===== src/rtl/lifo_stack.sv =====
// lifo_stack: parametrised LIFO stack with push, pop, replace (push+pop),
// pass-through on empty, combinational top-of-stack view, occupancy count
// and sticky overflow/underflow flags.
module lifo_stack #(
  parameter int DATA_W = 4,
  parameter int DEPTH  = 16,
  localparam int CNT_W = $clog2(DEPTH + 1)
) (
  input  logic              clk,
  input  logic              rst,
  input  logic              en,
  input  logic              push,
  input  logic              pop,
  input  logic              clr_err,
  input  logic [DATA_W-1:0] dataInput,
  output logic [DATA_W-1:0] dataOutput,
  output logic              pop_valid,
  output logic [DATA_W-1:0] top,
  output logic [CNT_W-1:0]  sp,
  output logic              full,
  output logic              empty,
  output logic              overflow,
  output logic              underflow
);

  localparam int AW = (DEPTH > 1) ? $clog2(DEPTH) : 1;
  localparam logic [CNT_W-1:0] DEPTH_C = CNT_W'(DEPTH);

  logic [DATA_W-1:0] mem_q [DEPTH];

  logic [CNT_W-1:0]  sp_q, sp_d;
  logic [DATA_W-1:0] dout_q, dout_d;
  logic              pv_q, pv_d;
  logic              ovf_q, ovf_d;
  logic              udf_q, udf_d;

  logic              memWe;
  logic [AW-1:0]     memAddr;
  logic              isFull;
  logic              isEmpty;
  logic [AW-1:0]     topIdx;
  logic [AW-1:0]     freeIdx;
  logic [DATA_W-1:0] topData;

  // Status and top-of-stack are pure decodes of the registered pointer.
  // The address arithmetic is done in AW bits: when full, sp truncates to 0
  // for power-of-two depths and the decrement wraps to DEPTH-1 as wanted.
  assign isFull  = (sp_q == DEPTH_C);
  assign isEmpty = (sp_q == '0);
  assign freeIdx = AW'(sp_q);
  assign topIdx  = AW'(sp_q) - AW'(1);
  assign topData = isEmpty ? '0 : mem_q[topIdx];

  // Next-state decode: error clearing is applied first so that an error
  // raised in the same cycle overrides it.
  always_comb begin
    sp_d    = sp_q;
    dout_d  = dout_q;
    pv_d    = 1'b0;
    ovf_d   = ovf_q;
    udf_d   = udf_q;
    memWe   = 1'b0;
    memAddr = freeIdx;
    if (en) begin
      if (clr_err) begin
        ovf_d = 1'b0;
        udf_d = 1'b0;
      end
      if (push && !pop) begin
        if (isFull) begin
          ovf_d = 1'b1;
        end else begin
          memWe   = 1'b1;
          memAddr = freeIdx;
          sp_d    = sp_q + CNT_W'(1);
        end
      end else if (pop && !push) begin
        if (isEmpty) begin
          udf_d = 1'b1;
        end else begin
          dout_d = mem_q[topIdx];
          sp_d   = sp_q - CNT_W'(1);
          pv_d   = 1'b1;
        end
      end else if (push && pop) begin
        pv_d = 1'b1;
        if (isEmpty) begin
          dout_d = dataInput;
        end else begin
          dout_d  = mem_q[topIdx];
          memWe   = 1'b1;
          memAddr = topIdx;
        end
      end
    end
  end

  // Control state registers, cleared immediately by the asynchronous reset.
  always_ff @(posedge clk or posedge rst) begin
    if (rst) begin
      sp_q   <= '0;
      dout_q <= '0;
      pv_q   <= 1'b0;
      ovf_q  <= 1'b0;
      udf_q  <= 1'b0;
    end else begin
      sp_q   <= sp_d;
      dout_q <= dout_d;
      pv_q   <= pv_d;
      ovf_q  <= ovf_d;
      udf_q  <= udf_d;
    end
  end

  // Storage array is deliberately not reset; sp=0 makes stale data unreachable.
  always_ff @(posedge clk) begin
    if (memWe) begin
      mem_q[memAddr] <= dataInput;
    end
  end

  assign dataOutput = dout_q;
  assign pop_valid  = pv_q;
  assign top        = topData;
  assign sp         = sp_q;
  assign full       = isFull;
  assign empty      = isEmpty;
  assign overflow   = ovf_q;
  assign underflow  = udf_q;

endmodule


===== config.mk =====
export PLATFORM = sky130hd
export DESIGN_NAME = lifo_stack
export DESIGN_NICKNAME = d
export VERILOG_FILES = /design/src/rtl/lifo_stack.sv
export SDC_FILE = /design/constraint.sdc
export NUM_CORES = 1
export LEC_CHECK = 0
export ABC_AREA = 1
export CAP_MARGIN = 20
export CORE_ASPECT_RATIO = 0.5
export CORE_UTILIZATION = 50
export DETAILED_ROUTE_END_ITERATION = 6
export PLACE_DENSITY = 0.7
export SYNTH_ARGS = -nofsm -noshare
export SYNTH_HDL_FRONTEND = slang
export SYNTH_SLANG_ARGS = --single-unit

===== constraint.sdc =====
create_clock -name clk -period 3.3 [get_ports clk]
set_clock_uncertainty 0.05 [all_clocks]
set_input_delay 0.825 -clock clk [delete_from_list [all_inputs] [get_ports clk]]
set_output_delay 0.825 -clock clk [all_outputs]
set_load 0.05 [all_outputs]

==> impl_metrics.env <==
export IMPL_initial_utilization_pct=53.6
export IMPL_post_cts_buffers=0
export IMPL_yosys_cell_types_count=26
export IMPL_path_clk_slew_ns=0.06
export IMPL_met3_usage_pct=9.12
export IMPL_relSlewSlack_pct=49.5
export IMPL_synthSimpleGateAreaFrac_pct=24.5
export IMPL_cts_buffer_depth=2
export IMPL_holdBufCountCts=0
export IMPL_stdcell_area_sq_um=4540
export IMPL_power_leakage_nw=2.00
export IMPL_status="finished clean"
export IMPL_dr_pass1_iters=4
export IMPL_root_buffer="clkbuf_16"
export IMPL_cts_tree="done"
export IMPL_startpoint="sp[1]$_DFFE_PP0P_"
export IMPL_syn_area_per_cell_sq_um=9.42
export IMPL_dr_first_iter_drc_count=245
export IMPL_synth_top_family_by_area="simple AND/OR/NAND/NOR gates"
export IMPL_grtUsageMet1_pct=33.5
export IMPL_period_minus_slack_ns=3.20
export IMPL_final_common_cell="nand2_1"
export IMPL_htreeDepth=3
export IMPL_dp_cells=515
export IMPL_cpMostUsedCell="nand3_1"
export IMPL_final_setup_tns_ns=0
export IMPL_syn_inst=395
export IMPL_grt_max_degree=38
export IMPL_cp_start_kind="register"
export IMPL_min_path_cells=1
export IMPL_crit_cells=8
export IMPL_crit_fanout=17
export IMPL_rsz0062_at_grt="no"
export IMPL_pwr_share_clk_pct=19.3
export IMPL_sw_frac_of_total_pct=47.0
export IMPL_end_kind="output port"
export IMPL_peakVddDrop_mv=0.647
export IMPL_max_slew_worst_pin_slew_ns=0.755
export IMPL_power_density_nw_per_um2=1090
export IMPL_fmax_mhz=312
export IMPL_worstPathArrival_ns=2.33
export IMPL_syn_area_sq_um=3720
export IMPL_hpwl_microns=5930
export IMPL_clk_latency_ns=0.33
export IMPL_synth_top_cell_by_area="edfxtp_1"
export IMPL_first_global_vias=2665
export IMPL_ys_seq_area_share_pct=59.7
export IMPL_clock_sinks=76
export IMPL_drive_gt1_share_pct=11.6
export IMPL_die_h_microns=63
export IMPL_multi_input_area_sq_um=1290
export IMPL_finalHoldViolCount=0
export IMPL_portBuffers=27
export IMPL_synthMuxAreaShare_pct=0
export IMPL_grt_usage_pct=24.3
export IMPL_ys_warn_count=0
export IMPL_remaining_drc_errors=0
export IMPL_critPathBufInv=3
export IMPL_yosysTopAreaCellShare_pct=51.6
export IMPL_cp_slowest_cell="dfrtp_2"
export IMPL_setup_viol=0
export IMPL_critPathKind="register to output port"
export IMPL_wl_per_cell_microns=15.9
export IMPL_yosys_area_share_xor_xnor_pct=2.12
export IMPL_setup_ws_ns=0.0990
export IMPL_rrSetupSlack_ns=0.87
export IMPL_intPower_mw=2.61
export IMPL_fp_row_count=21
export IMPL_drv_slew=0
export IMPL_pwr_share_comb_pct=56.3
export IMPL_grt_antenna_before_repair=0
export IMPL_crit_end="top[0]"
export IMPL_net_switching_power_mw=2.32
export IMPL_synth_nets=414
export IMPL_netlist_top_cells_area="edfxtp_1 (52%), nand2_1 (11%), dfrtp_1 (8.1%), nand3_1 (8.1%), inv_1 (6.1%)"
export IMPL_ant_nets=0
export IMPL_hold_class="register to register"
export IMPL_r2r_start="sp[1]$_DFFE_PP0P_"
export IMPL_finalNetCount=453
export IMPL_path_cells="inv_1, ha_1, buf_6, nand3_1, nand3_1, nand3_1, a21oi_4, buf_6"
export IMPL_met2_usage_pct=36.5
export IMPL_die_w_microns=124
export IMPL_cts_buffers_inserted=9
export IMPL_drt_total_wl_microns=8460
export IMPL_power_frac_seq_pct=24.4
export IMPL_synth_compound_area_share_pct=2.62
export IMPL_max_stage_delay_ns=0.43
export IMPL_r2r_cells=8
export IMPL_stdcell_count=531
export IMPL_ys_ff_latch=76
export IMPL_post_drt_via_cell_ratio=5.21
export IMPL_coreArea_sq_um=6940
export IMPL_antenna_cells=0
export IMPL_gp_congestion=0.916
export IMPL_crit_family="buffers and inverters"
export IMPL_regToRegEndpoint="mem_q[6][3]$_DFFE_PP_"
export IMPL_grt_busiest_layer="met2"
export IMPL_drv_cap=0
export IMPL_dieArea_sq_um=7810
export IMPL_dr_total_vias=2769
export IMPL_fin_crit_sh_pct=97.0
export IMPL_placedInstanceArea_sq_um=4200
export IMPL_cp_required_ns=2.42
export IMPL_final_seq_area_sq_um=2220
export IMPL_synthAdderAreaFrac_pct=3.23
export IMPL_final_cell_mix="nand2_1 (111), edfxtp_1 (64), inv_1 (60)"
export IMPL_grt_pass1_wl_microns=13600
export IMPL_pre_cts_slack_ns=0.0242
export IMPL_finalPower_mw=4.93
export IMPL_n_fill_cell=556
export IMPL_timing_hold_ws_ns=0.437
export IMPL_final_util_pct=65.4
export IMPL_overflow=0
export IMPL_area_delta_synth_final_pct=22.0
export IMPL_pin_count=28
## routing by layer
| metal | vias to the layer above | share of wire, % | wire, microns |
|---|---|---|---|
| li1 | 1359 | - | - |
| met1 | 1294 | 46 | 3920 |
| met2 | 104 | 45 | 3770 |
| met3 | 12 | 7.8 | 659 |
| met4 | 0 | 1.3 | 109 |
| met5 | - | 0 | 0 |
## synth_stat cells
master,instances
a21oi_1,7
a32o_1,2
buf_1,1
buf_2,7
clkbuf_1,3
clkinv_1,1
dfrtp_1,12
edfxtp_1,64
fa_1,1
ha_1,8
inv_1,60
inv_2,3
nand2_1,111
nand2_2,1
nand2_4,1
nand3_1,60
nand4_1,1
nand4_2,1
nor2_1,32
nor3_4,2
o21ai_0,4
o21ai_1,2
o22ai_2,1
or2_1,1
xnor2_1,2
xor2_1,7
## logic make-up (layout without fill, tap and decap cells)
family | count (synthesis) | in the layout
AND/OR/NAND/NOR | 210 | 210
buffers and inverters | 75 | 119
flip-flops | 76 | 76
XOR/XNOR | 9 | 9
AO/OA/AOI/OAI | 16 | 16
adder cells (fa/ha/maj) | 9 | 9
## layout make-up
cell class | instances | area share [%]
clock buffers | 11 | 5.13
inverters | 64 | 5.32
clock inverters | 5 | 1.32
repair buffers | 39 | 8.32
multi-input cells | 244 | 28.4
well taps | 92 | 2.54
flip-flops and latches | 76 | 49.0
## power groups by stage
| stage | Sequential, mW | Combinational (mW) | Clock (mW) |
|---|---|---|---|
| floorplan | 1.40 | 1.69 | 0 |
| global placement | 1.21 | 2.61 | 0 |
| detailed placement | 1.22 | 2.66 | 0 |
| CTS | 1.20 | 2.69 | 0.971 |
| global route | 1.22 | 2.98 | 1.01 |
| finish | 1.20 | 2.78 | 0.951 |
## worst reg2reg max path, stage by stage, from the launching register on
cell     delay, ns
dfrtp_2       0.46
inv_1         0.18
ha_1          0.21
nand4_2       0.23
nand2_4       0.20
nor2_1        0.05
nor2_1        0.21
nand2_1       0.15
nor2_1        0.35
## sequential cells by signal, indices dropped and copies added, names as in the netlist
register    flops
underflow       1
sp              5
dataOutput      4
mem_q          64
pop_valid       1
overflow        1
## worst min-delay path by stage
| stage | startpoint | to | slack (ns) |
|---|---|---|---|
| after global placement | dataOutput[3]$_DFFE_PP0P_ | dataOutput[3]$_DFFE_PP0P_ | 0.42 |
| after detailed placement | dataOutput[1]$_DFFE_PP0P_ | dataOutput[1]$_DFFE_PP0P_ | 0.43 |
| final | overflow$_DFFE_PP0P_ | overflow$_DFFE_PP0P_ | 0.44 |
| after global routing | overflow$_DFFE_PP0P_ | overflow$_DFFE_PP0P_ | 0.45 |
| after CTS | overflow$_DFFE_PP0P_ | overflow$_DFFE_PP0P_ | 0.44 |
| after floorplan | rst | dataOutput[0]$_DFFE_PP0P_ | 0.64 |
## timing repair
item | CTS | global route
resized for setup | 3 | 6
pin swaps | 0 | 0
setup endpoints to repair | 4 | 4
No activity file was read; power rests on OpenSTA's default activity.
==> RTL change (same flow settings) <==
Reset style: synchronous (`rst`), changed in one clocked block. Comments in the files are not updated.
--- a/src/rtl/lifo_stack.sv
+++ b/src/rtl/lifo_stack.sv
@@ -97,5 +97,5 @@
 
   // Control state registers, cleared immediately by the asynchronous reset.
-  always_ff @(posedge clk or posedge rst) begin
+  always_ff @(posedge clk) begin
     if (rst) begin
       sp_q   <= '0;
Function: differs if rst is asserted again (counterexample within 4 cycles, from zero or initial values and one cycle with rst high); with rst held inactive, the same outputs for 4 cycles.
==> RTL change against the original RTL <==
  * Largest cell class unchanged
  * Synthesized cell count up 2.8%
  * Cell area down 1.6%
  * Critical endpoint is now top[2]
  * Synthesized area unchanged
  * Sequential cell count unchanged
  * Worst setup slack better by 0.027 ns
  * Core utilization down 1.0 points
  * Wire length down 1.1%
Power is not compared: it rests on default switching activity, and its combinational part moved more than twofold at a synthesized area within 25%.
==> RTL change: results (changes against the original RTL) <==
metric,value,unit,change
status,"finished, final reports clean",,unchanged
"Avg Cell Area, Syn",9.165,um2,was 9.420 um2
met3 routed WL,717,um,was 659 um
DR WL met2,3787,um,was 3774 um
number of distinct library cells after synthesis,27,,was 26
Inst Count DP,519,,was 515
compound-gate portion of the synthesized area,4.741,%,was 2.623%
Final Non-Filler Cells,535,,was 531
register area share after synthesis,58.10,%,was 59.72%
WL met1,3727,um,was 3919 um
uppermost layer routed,met4,,unchanged
worst-path maximum fanout,9,,was 17
Worst-Margin Slew,0.7579,ns,was 0.7554 ns
Synth top cells by count,"nand2_1, edfxtp_1, inv_1",,"was nand2_1, edfxtp_1, inv_1, nand3_1, nor2_1"
Critical Path AT,2.30,ns,was 2.33 ns
routability cong.,0.8742,,was 0.9157
Multi-input gate area,1303,um2,was 1287 um2
Synth area leaders,"edfxtp_1, nand2_1, nand3_1, dfxtp_1, inv_1",,"was edfxtp_1, nand2_1, dfrtp_1, nand3_1, inv_1"
global-route wire length before repair,13170,um,was 13550 um
layout cells sized above 1,12.64,%,was 11.62%
placed cell area,4134,um2,was 4203 um2
Vias/cell,5.312,,was 5.215
XOR/XNOR share of the synthesized area,1.849,%,was 2.118%
Slowest cell on crit path,xnor2_2,,was dfrtp_2
asr flop ratio synth,0,%,was 15.79%
Initial DRC Count,260,,was 245
post-DP HPWL,5833,um,was 5935 um
syn_nets,425,,was 414
fillers,543,,was 556
Post-CTS Resized,1,,was 3
vias in the first global route,2700,,was 2665
NumNets Final,457,,was 453
"worst slack, placed",-0.001007,ns,was 0.02419 ns
[RTL change: changes by cell type after synthesis, moves of 6 or more]
cell     delta
a21oi_1    +12
dfrtp_1    -12
dfxtp_1    +12
inv_2       +6
nand3_1     -6
nor2_1      -6
[RTL change: final cells by class]
cell class              count  share of cell area [%]
clock buffers               9                   5.041
inverters                  70                   5.909
clock inverters             7                   2.212
well taps                  92                   2.576
flip-flops and latches     76                   48.45
repair buffers             31                   6.665
multi-input cells         250                   29.15
[RTL change: kinds of logic (layout without fill, tap and decap cells)]
group | after synthesis | after routing
compound gates | 30 | 30
flops | 76 | 76
fa+ha+maj | 9 | 9
xor+xnor | 7 | 7
simple gates | 204 | 204
buf+inv | 80 | 117
[RTL change: worst reg2reg max path: stages, from the launching register on]
cell and delay, ns:
dfxtp_2 0.35, inv_1 0.17, ha_1 0.22, nand4_1 0.23
nand2_2 0.21, xor2_1 0.29, nand2_1 0.22, nor2_1 0.37
[RTL change: path summary, 6_finish.rpt]
kind	from	slack, ns	to	cells past startpoint
max reg2reg	sp[1]	0.85	mem_q[14][1]	7
min reg2reg	underflow	0.44	underflow	2
min	underflow	0.44	underflow	2
max	sp[1]	0.13	top[2]	7
[RTL change: where the power goes]
part           internal (mW)  leakage [nW]  switching (mW)
Clock                  0.666         0.156           0.381
Combinational          0.271          1.08           0.600
Sequential              1.07         0.675          0.0218
[RTL change: per-layer routing]
| layer | track usage [%] | vias to the layer above |
|---|---|---|
| met1 | 31.65 | 1331 |
| met2 | 35.83 | 118 |
| met3 | 9.124 | 17 |
| met4 | 6.994 | 0 |
| li1 | - | 1376 |
| met5 | 0 | - |
